<file path="src/rtl/uart_tx_arbiter.sv">
// Round-robin arbiter that lets four requesters share one UART transmitter.
// The winner's byte is latched and presented on tx_datain, a fixed-width
// tx_wrsig strobe starts the frame, and the transmitter's busy flag is tracked
// until the frame ends (or never starts, which triggers a timeout abort).
//
// state     | meaning
// ----------+-----------------------------------------------------------
// SYNC      | after reset: wait for a frame left running in the UART
// IDLE      | no owner; pick next requester round-robin
// STROBE    | tx_wrsig high for STROBE_CYC cycles
// WAIT_BUSY | waiting for tx_busy to rise, bounded by BUSY_TIMEOUT
// WAIT_DONE | frame on the line; wait for tx_busy to fall (no timeout)
// GAP       | enforced idle time between frames; grant released
module uart_tx_arbiter #(
   parameter int STROBE_CYC   = 4,
   parameter int BUSY_TIMEOUT = 4096,
   parameter int GAP_CYC      = 2
) (
   input  logic        clk,
   input  logic        rst,
   input  logic [3:0]  req,
   input  logic [31:0] data_in,
   output logic [3:0]  grant,
   output logic [3:0]  ack,
   output logic        err_timeout,
   output logic [7:0]  tx_datain,
   output logic        tx_wrsig,
   input  logic        tx_busy
);

   // Counter widths: strobe/gap counters hold (count-1), timeout holds BUSY_TIMEOUT.
   localparam int SW = (STROBE_CYC > 1) ? $clog2(STROBE_CYC) : 1;
   localparam int GW = (GAP_CYC > 1) ? $clog2(GAP_CYC) : 1;
   localparam int TW = $clog2(BUSY_TIMEOUT + 1);

   localparam logic [SW-1:0] STRB_LOAD = SW'((STROBE_CYC > 0) ? STROBE_CYC - 1 : 0);
   localparam logic [GW-1:0] GAP_LOAD  = GW'((GAP_CYC > 0) ? GAP_CYC - 1 : 0);
   localparam logic [TW-1:0] TMO_LOAD  = TW'(BUSY_TIMEOUT);

   typedef enum logic [2:0] {
      SYNC,
      IDLE,
      STROBE,
      WAIT_BUSY,
      WAIT_DONE,
      GAP
   } state_t;

   state_t        state, state_n;
   logic [3:0]    grant_n, ack_n;
   logic          err_n, wrsig_n;
   logic [7:0]    datain_n;
   logic [1:0]    last_grant, last_grant_n;
   logic [SW-1:0] strb_cnt, strb_cnt_n;
   logic [GW-1:0] gap_cnt, gap_cnt_n;
   logic [TW-1:0] tmo_cnt, tmo_cnt_n;
   logic [TW-1:0] tmo_dec;

   logic          rr_found;
   logic [1:0]    rr_pick;
   logic [1:0]    rr_idx;

   // Round-robin search starting one past the previous owner, wrapping at 4.
   always_comb begin
      rr_found = 1'b0;
      rr_pick  = last_grant;
      rr_idx   = last_grant;
      for (int i = 1; i <= 4; i++) begin
         rr_idx = last_grant + 2'(i);
         if (!rr_found && req[rr_idx]) begin
            rr_found = 1'b1;
            rr_pick  = rr_idx;
         end
      end
   end

   // Timeout is a saturating down-counter so it can never wrap past zero.
   assign tmo_dec = (tmo_cnt != '0) ? tmo_cnt - TW'(1) : '0;

   // Next-state and next-output logic for every registered signal.
   always_comb begin
      state_n      = state;
      grant_n      = grant;
      ack_n        = '0;
      err_n        = 1'b0;
      datain_n     = tx_datain;
      last_grant_n = last_grant;
      strb_cnt_n   = strb_cnt;
      gap_cnt_n    = gap_cnt;
      tmo_cnt_n    = tmo_cnt;

      case (state)
         SYNC: begin
            grant_n = '0;
            if (!tx_busy) state_n = IDLE;
         end
         IDLE: begin
            if (rr_found) begin
               grant_n      = 4'b0001 << rr_pick;
               datain_n     = data_in[{rr_pick, 3'b000} +: 8];
               last_grant_n = rr_pick;
               strb_cnt_n   = STRB_LOAD;
               tmo_cnt_n    = TMO_LOAD;
               state_n      = STROBE;
            end
         end
         STROBE: begin
            tmo_cnt_n = tmo_dec;
            if (strb_cnt == '0) state_n = WAIT_BUSY;
            else                strb_cnt_n = strb_cnt - SW'(1);
         end
         WAIT_BUSY: begin
            if (tx_busy) begin
               tmo_cnt_n = '0;
               state_n   = WAIT_DONE;
            end else if (tmo_cnt <= TW'(1)) begin
               // Terminal count: the UART never acknowledged the strobe.
               ack_n     = grant;
               err_n     = 1'b1;
               tmo_cnt_n = '0;
               gap_cnt_n = GAP_LOAD;
               state_n   = GAP;
            end else begin
               tmo_cnt_n = tmo_dec;
            end
         end
         WAIT_DONE: begin
            if (!tx_busy) begin
               ack_n     = grant;
               gap_cnt_n = GAP_LOAD;
               state_n   = GAP;
            end
         end
         GAP: begin
            // grant stays visible through the ack cycle and drops here.
            grant_n = '0;
            if (gap_cnt == '0) state_n = IDLE;
            else               gap_cnt_n = gap_cnt - GW'(1);
         end
         default: begin
            grant_n = '0;
            state_n = SYNC;
         end
      endcase

      wrsig_n = (state_n == STROBE);
   end

   // State and output registers; reset wins over everything.
   always_ff @(posedge clk) begin
      if (rst) begin
         state       <= SYNC;
         grant       <= '0;
         ack         <= '0;
         err_timeout <= 1'b0;
         tx_datain   <= 8'h00;
         tx_wrsig    <= 1'b0;
         last_grant  <= 2'd3;
         strb_cnt    <= '0;
         gap_cnt     <= '0;
         tmo_cnt     <= '0;
      end else begin
         state       <= state_n;
         grant       <= grant_n;
         ack         <= ack_n;
         err_timeout <= err_n;
         tx_datain   <= datain_n;
         tx_wrsig    <= wrsig_n;
         last_grant  <= last_grant_n;
         strb_cnt    <= strb_cnt_n;
         gap_cnt     <= gap_cnt_n;
         tmo_cnt     <= tmo_cnt_n;
      end
   end

endmodule

</file>
<file path="config.mk">
export PLATFORM = sky130hd
export DESIGN_NAME = uart_tx_arbiter
export DESIGN_NICKNAME = d
export VERILOG_FILES = /design/src/rtl/uart_tx_arbiter.sv
export SDC_FILE = /design/constraint.sdc
export NUM_CORES = 1
export LEC_CHECK = 0
export CELL_PAD_IN_SITES_DETAIL_PLACEMENT = 1
export CELL_PAD_IN_SITES_GLOBAL_PLACEMENT = 2
export CORE_MARGIN = 2
export CORE_UTILIZATION = 29
export CTS_CLUSTER_DIAMETER = 100
export DETAILED_ROUTE_END_ITERATION = 8
export GPL_TIMING_DRIVEN = 0
export MAX_ROUTING_LAYER = met4
export PLACE_DENSITY_LB_ADDON = 0.1
export SYNTH_ARGS = -nofsm -noshare
export SYNTH_HDL_FRONTEND = slang
export SYNTH_SLANG_ARGS = --single-unit
</file>
<file path="constraint.sdc">
create_clock -name clk -period 3.2 [get_ports clk]
set_input_delay 0.32 -clock clk [delete_from_list [all_inputs] [get_ports clk]]
set_output_delay 0.32 -clock clk [all_outputs]
set_load 0.1 [all_outputs]
</file>
# Yosys cells after proc, flatten, opt, wreduce, memory -nomap -nowiden
# Cells that the tools add are included.
[op_classes]
add_sub_neg = 6
n_lt_le_gt_ge = 5
n_eq_ne = 11
shift = 2
n_mux = 44
n_bitwise = 2
n_reduce_logical = 19
[op_table]
columns = ["operator", "n"]
rows = [
  ["two-way mux 13 bit", 4],
  ["case mux 13 bit (3 select lines)", 1],
  ["indexed part select 32 x 6 -> 8 bit", 1],
  ["two-way mux 3 bit", 7],
  ["case mux 3 bit (6 select lines)", 1],
  ["two-way mux 4 bit", 4],
  ["case mux 4 bit (2 select lines)", 2],
  ["<= comparator 13 x 1 -> 1 bit (second input constant)", 1],
  ["two-way mux 1 bit", 13],
  ["nonzero test 13 bit", 1],
  ["subtractor 13 x 1 -> 13 bit (second input constant)", 1],
  ["less-than comparator 2 x 3 -> 1 bit (second input constant)", 4],
  ["two-way mux 2 bit", 6],
  ["inequality test 2 bit (second input constant)", 5],
  ["equality test 3 x 2 -> 1 bit (second input constant)", 3],
  ["binary-select mux 1 bit (select 2 bit)", 4],
  ["equality test 3 bit (second input constant)", 2],
  ["AND reduction 2 bit", 3],
  ["nonzero test 3 bit", 2],
  ["OR reduction 3 bit", 2],
  ["adder 2 bit (second input constant)", 2],
  ["case mux 2 bit (2 select lines)", 1],
  ["AND reduction 4 bit", 1],
  ["<< shifter 1 x 2 -> 4 bit (first input constant)", 1],
  ["12 further kinds", 17],
]
[totals]
register_bits = 39
inputBits = 39
out_inout_bits = 18
elab_cells = 99

# Logic depth before layout (Yosys ltp)
[depth]
depth_word = 16
mapped_depth = 7
depth_no_buf = 7

# Least setup slack after synthesis
# No wires, ideal clock.
[synth_timing]
path_type = "reg-to-reg"
startpoint = "register tmo_cnt[1]"
endpoint = "register tmo_cnt[9]"
setup_time_ps = 74
arrival_time_ps = 1778
required_ps = 3126
slack_ps = 1347
path_stages_with_launch = 8
n_path_buf = 0
period_less_slack_ps = 1853
cell_sequence = "dfxtp_1 inv_1 ha_1 o21bai_1 a21o_1 a21o_1 or4_1 a31oi_1"
[synth_between]
elab_chain_cells = 5
word_cells_on_any_way = 7
cone_classes = "add/sub: 1; order compare: 1; mux: 4; reduce/logical: 1"
[synth_rtl]
columns = ["element", "line", "source"]
rows = [
  ["start, declared", "56", "logic [TW-1:0] tmo_cnt, tmo_cnt_n;"],
  ["start signal, assigned", "172", "tmo_cnt <= tmo_cnt_n;"],
  ["subtractor 13 x 1 -> 13 bit / nonzero test 13 bit (equally long branches)", "78", "assign tmo_dec = (tmo_cnt != '0) ? tmo_cnt - TW'(1) : '0;"],
  ["two-way mux 13 bit", "78", ""],
  ["two-way mux 13 bit", "116", "end else if (tmo_cnt <= TW'(1)) begin"],
  ["two-way mux 13 bit", "113", "if (tx_busy) begin"],
  ["case mux 13 bit (3 select lines) *", "92", "case (state)"],
]
# Every way passes the cells marked *; elsewhere a longest branch is shown, timed or not.
# A chain may end at the register's enable or synchronous reset.

# Worst setup path after layout
[layout_timing]
startpoint = "register tmo_cnt[8]"
endpoint = "register ack[2]"
[layout_between]
elab_chain_cells = 4
[layout_rtl]
columns = ["element", "line", "source"]
rows = [
  ["<= comparator 13 x 1 -> 1 bit", "116", ""],
  ["two-way mux 4 bit", "116", ""],
  ["two-way mux 4 bit", "113", ""],
  ["case mux 4 bit (2 select lines)", "92", ""],
  ["end signal, assigned", "165", "ack <= ack_n;"],
  ["end, declared", "24", "output logic [3:0] ack,"],
]
# Every way passes these cells.

==> results.md <==
- Final worst setup slack: 922 ps
- FF-to-FF End: ack[2]$_SDFF_PP0_
- FF+latch count, synth: 39
- Leakage power: 1.10 nW
- Total CTS buffers: 5
- Worst Hold End: state[2]$_SDFF_PP0_
- Worst hold start: rst
- FF-to-FF Start: tmo_cnt[8]$_SDFFE_PP0P_
- RSZ-0062 raised after global routing: false
- Layout area overhead: 36.7%
- Worst-Margin Slew: 1010 ps
- Clock-pin slew on the worst setup and hold paths: 80 ps
- Simple-gate portion of the synthesized area: 0.268
- Slew Limit Headroom: 0.321
- Synth Area in Compound Gates: 0.245
- Asr flop ratio synth: 0
- Top Ports: 57
- Deepest clock path buffer count: 2
- DIE WIDTH: 89.5 um
- Crit end category: register
- Max-cap violation count: 0
- Startpoint Class: register
- First-pass GRT wire length: 10600 um
- DRT iter0 DRCs: 113
- # port buffers: 55
- Slew Viols, Final: 0
- Vias in the first global route: 2033
- Antenna violations before repair: 0
- Post-synthesis mux area share: 0.0425
- Syn nets: 315
- Status: completed
- HP Class: in2reg
- Post-synthesis xor/xnor area fraction: 0.00413
- Area contributors post-synth: dfxtp_1, nand2_1, a31oi_1
- Worst endpoint data arrival time: 2520 ps
- Core area: 7180 um^2
- Worst-path fanout max: 8
- Synth area leader: dfxtp_1
- Root Driver: clkbuf_8
- Post-synthesis sequential area ratio: 0.369
- Critical path class: reg2reg
- Synth Area in Adders: 0.0177
- Post-synth cell types: 46
- Post-Synthesis Cells: 273
- Final hold vios: 0
- Routed wire length: 6770 um
- Starting Density: 0.295
- Design Power: 3.08 mW
- Num rows: 31
- Die span in y: 89.5 um
- Layout cells sized above 1: 0.0446
- Worst-case reg-to-reg path depth: 6
- DIE AREA: 8000 um^2
- Clock latency on the worst-skew pair: 300 ps
- Max VDD drop: 577 uV
- Nets: 377
- Vias per cell: 5.02
- Hold_buf cts: 0
- Wire per inst: 15.6 um
- Final setup vio count: 0
- Clock Skews: 2.96 ps
- CTS tree: yes
- Final worst-path cycle share: 0.712
- Largest net degree at the start of global routing: 13
- Sink Count: 39
- DRC errors left: 0
- Post_cts resized: 0
- Post-synth EDFFs: 0
- Total track usage: 0.179
- Vias: 2183
- Routed Antenna Nets: 0
- CP required: 3440 ps
- Synth warn: 0
- H-tree levels: 2
- Hold depth: 2
- Setup TNS: 0 ps
- Postcts setup bufs: 0
- Synthesized area per cell: 7.76 um^2
- Fmax: 0.439 GHz
- Flop-to-flop setup slack: 920 ps
- Synthesized cell area: 2120 um^2
- Largest family of logic cells by synthesized area: simple AND/OR/NAND/NOR gates
- Gpl congestion: 0.774
- Final Util: 0.404
- Final min period: 2280 ps
- HPWL after DPL: 5240 um
- Power Dens Cells: 1060 nW/um^2
- Post-Place Worst Slack: 575 ps
- Top_reg_cell synth: dfxtp_1
- Total grt overflow: 0
- Diodes inserted: 0
- Pre-antenna DRT Iters: 4
- Synth top area share: 0.369
layout make-up:
type,count,area [um^2]
inverters,16,60.1
flip-flops and latches,39,781
clock buffers,7,96.3
well taps,99,124
fillers,885,4280
multi-input cells,205,1220
clock inverters,1,7.51
repair buffers,55,551
plain buffers,13,55.1
cell usage in the layout, fill, tap and decap left out, drive strengths merged, types with 2 or more instances in the layout:
cell and n:
a211oi 3, a21o 5, a21oi 11, a22oi 3, a2bb2oi 2, a31oi 15, a32o 2, a32oi 2
and2 5, and3 3, buf 4, clkbuf 16, clkdlybuf4s50 55, dfxtp 39, ha 3, inv 16
mux2i 9, nand2 36, nand2b 6, nand3 8, nand4 3, nor2 16, nor2b 4, nor3 16
nor4 4, o211ai 10, o21a 2, o21ai 15, o311ai 2, or2 3, or3 4, or3b 2
or4 2
power by group:
group          internal, mW  switching, mW
Combinational         0.629           1.28
Clock                 0.196          0.184
Sequential            0.649          0.143
sequential cells by signal, summed over array words and instances (netlist names):
| register | flops |
|---|---|
| grant | 4 |
| state | 3 |
| tx_wrsig | 1 |
| tmo_cnt | 13 |
| last_grant | 2 |
| gap_cnt | 1 |
| ack | 4 |
| tx_datain | 8 |
| strb_cnt | 2 |
| err_timeout | 1 |
synthesized netlist by cell type (8+ instances only):
library cell,instances
dfxtp_1,39
nand2_1,36
inv_1,16
nor3_1,16
a31oi_1,15
nor2_1,15
o21ai_1,12
a21oi_1,11
o211ai_1,10
clkbuf_1,9
mux2i_1,9
nand3_1,8
critical path, stage by stage, from the launching register on:
cell and delay [ps]:
dfxtp_1 380, nor3_1 360, and4_1 240, clkbuf_1 200, nand4_1 240, a211oi_1 600, and2_1 210
logic make-up after synthesis:
group / after synthesis
AND/OR/NAND/NOR: 114
AO/OA/AOI/OAI: 78
flip-flops: 39
buffers and inverters: 29
multiplexers: 9
adder cells (fa/ha/maj): 3
XOR/XNOR: 1
per-layer routing:
| metal | track usage | routed length (um) | up-vias |
|---|---|---|---|
| met5 | - | 0 | - |
| met4 | 0.0448 | 80 | 0 |
| met3 | 0.0314 | 224 | 6 |
| met2 | 0.275 | 3200 | 28 |
| met1 | 0.243 | 3270 | 1031 |
| li1 | - | - | 1118 |
through the flow:
step / instance area [um^2] / hold slack, ps / cells
2_1_floorplan: 2120 / 399 / 273
3_3_place_gp: 2790 / 442 / 427
3_5_place_dp: 2790 / 450 / 427
4_1_cts: 2900 / 325 / 435
5_1_grt: 2900 / 340 / 435
6_report: 2900 / 326 / 435
worst max-delay path by stage:
stage	startpoint	cells after the start	slack (ps)	to
floorplan	tmo_cnt[1]$_SDFFE_PP0P_	7	1350	tmo_cnt[9]$_SDFFE_PP0P_
global placement	req[3]	7	590	tx_datain[3]$_SDFFE_PP0P_
detailed placement	req[3]	7	580	tx_datain[3]$_SDFFE_PP0P_
CTS	tmo_cnt[8]$_SDFFE_PP0P_	6	840	ack[2]$_SDFF_PP0_
global route	state[2]$_SDFF_PP0_	6	680	tx_datain[4]$_SDFFE_PP0P_
finish	tmo_cnt[8]$_SDFFE_PP0P_	6	920	ack[2]$_SDFF_PP0_
Note: power is estimated with default switching activity, not from simulation.
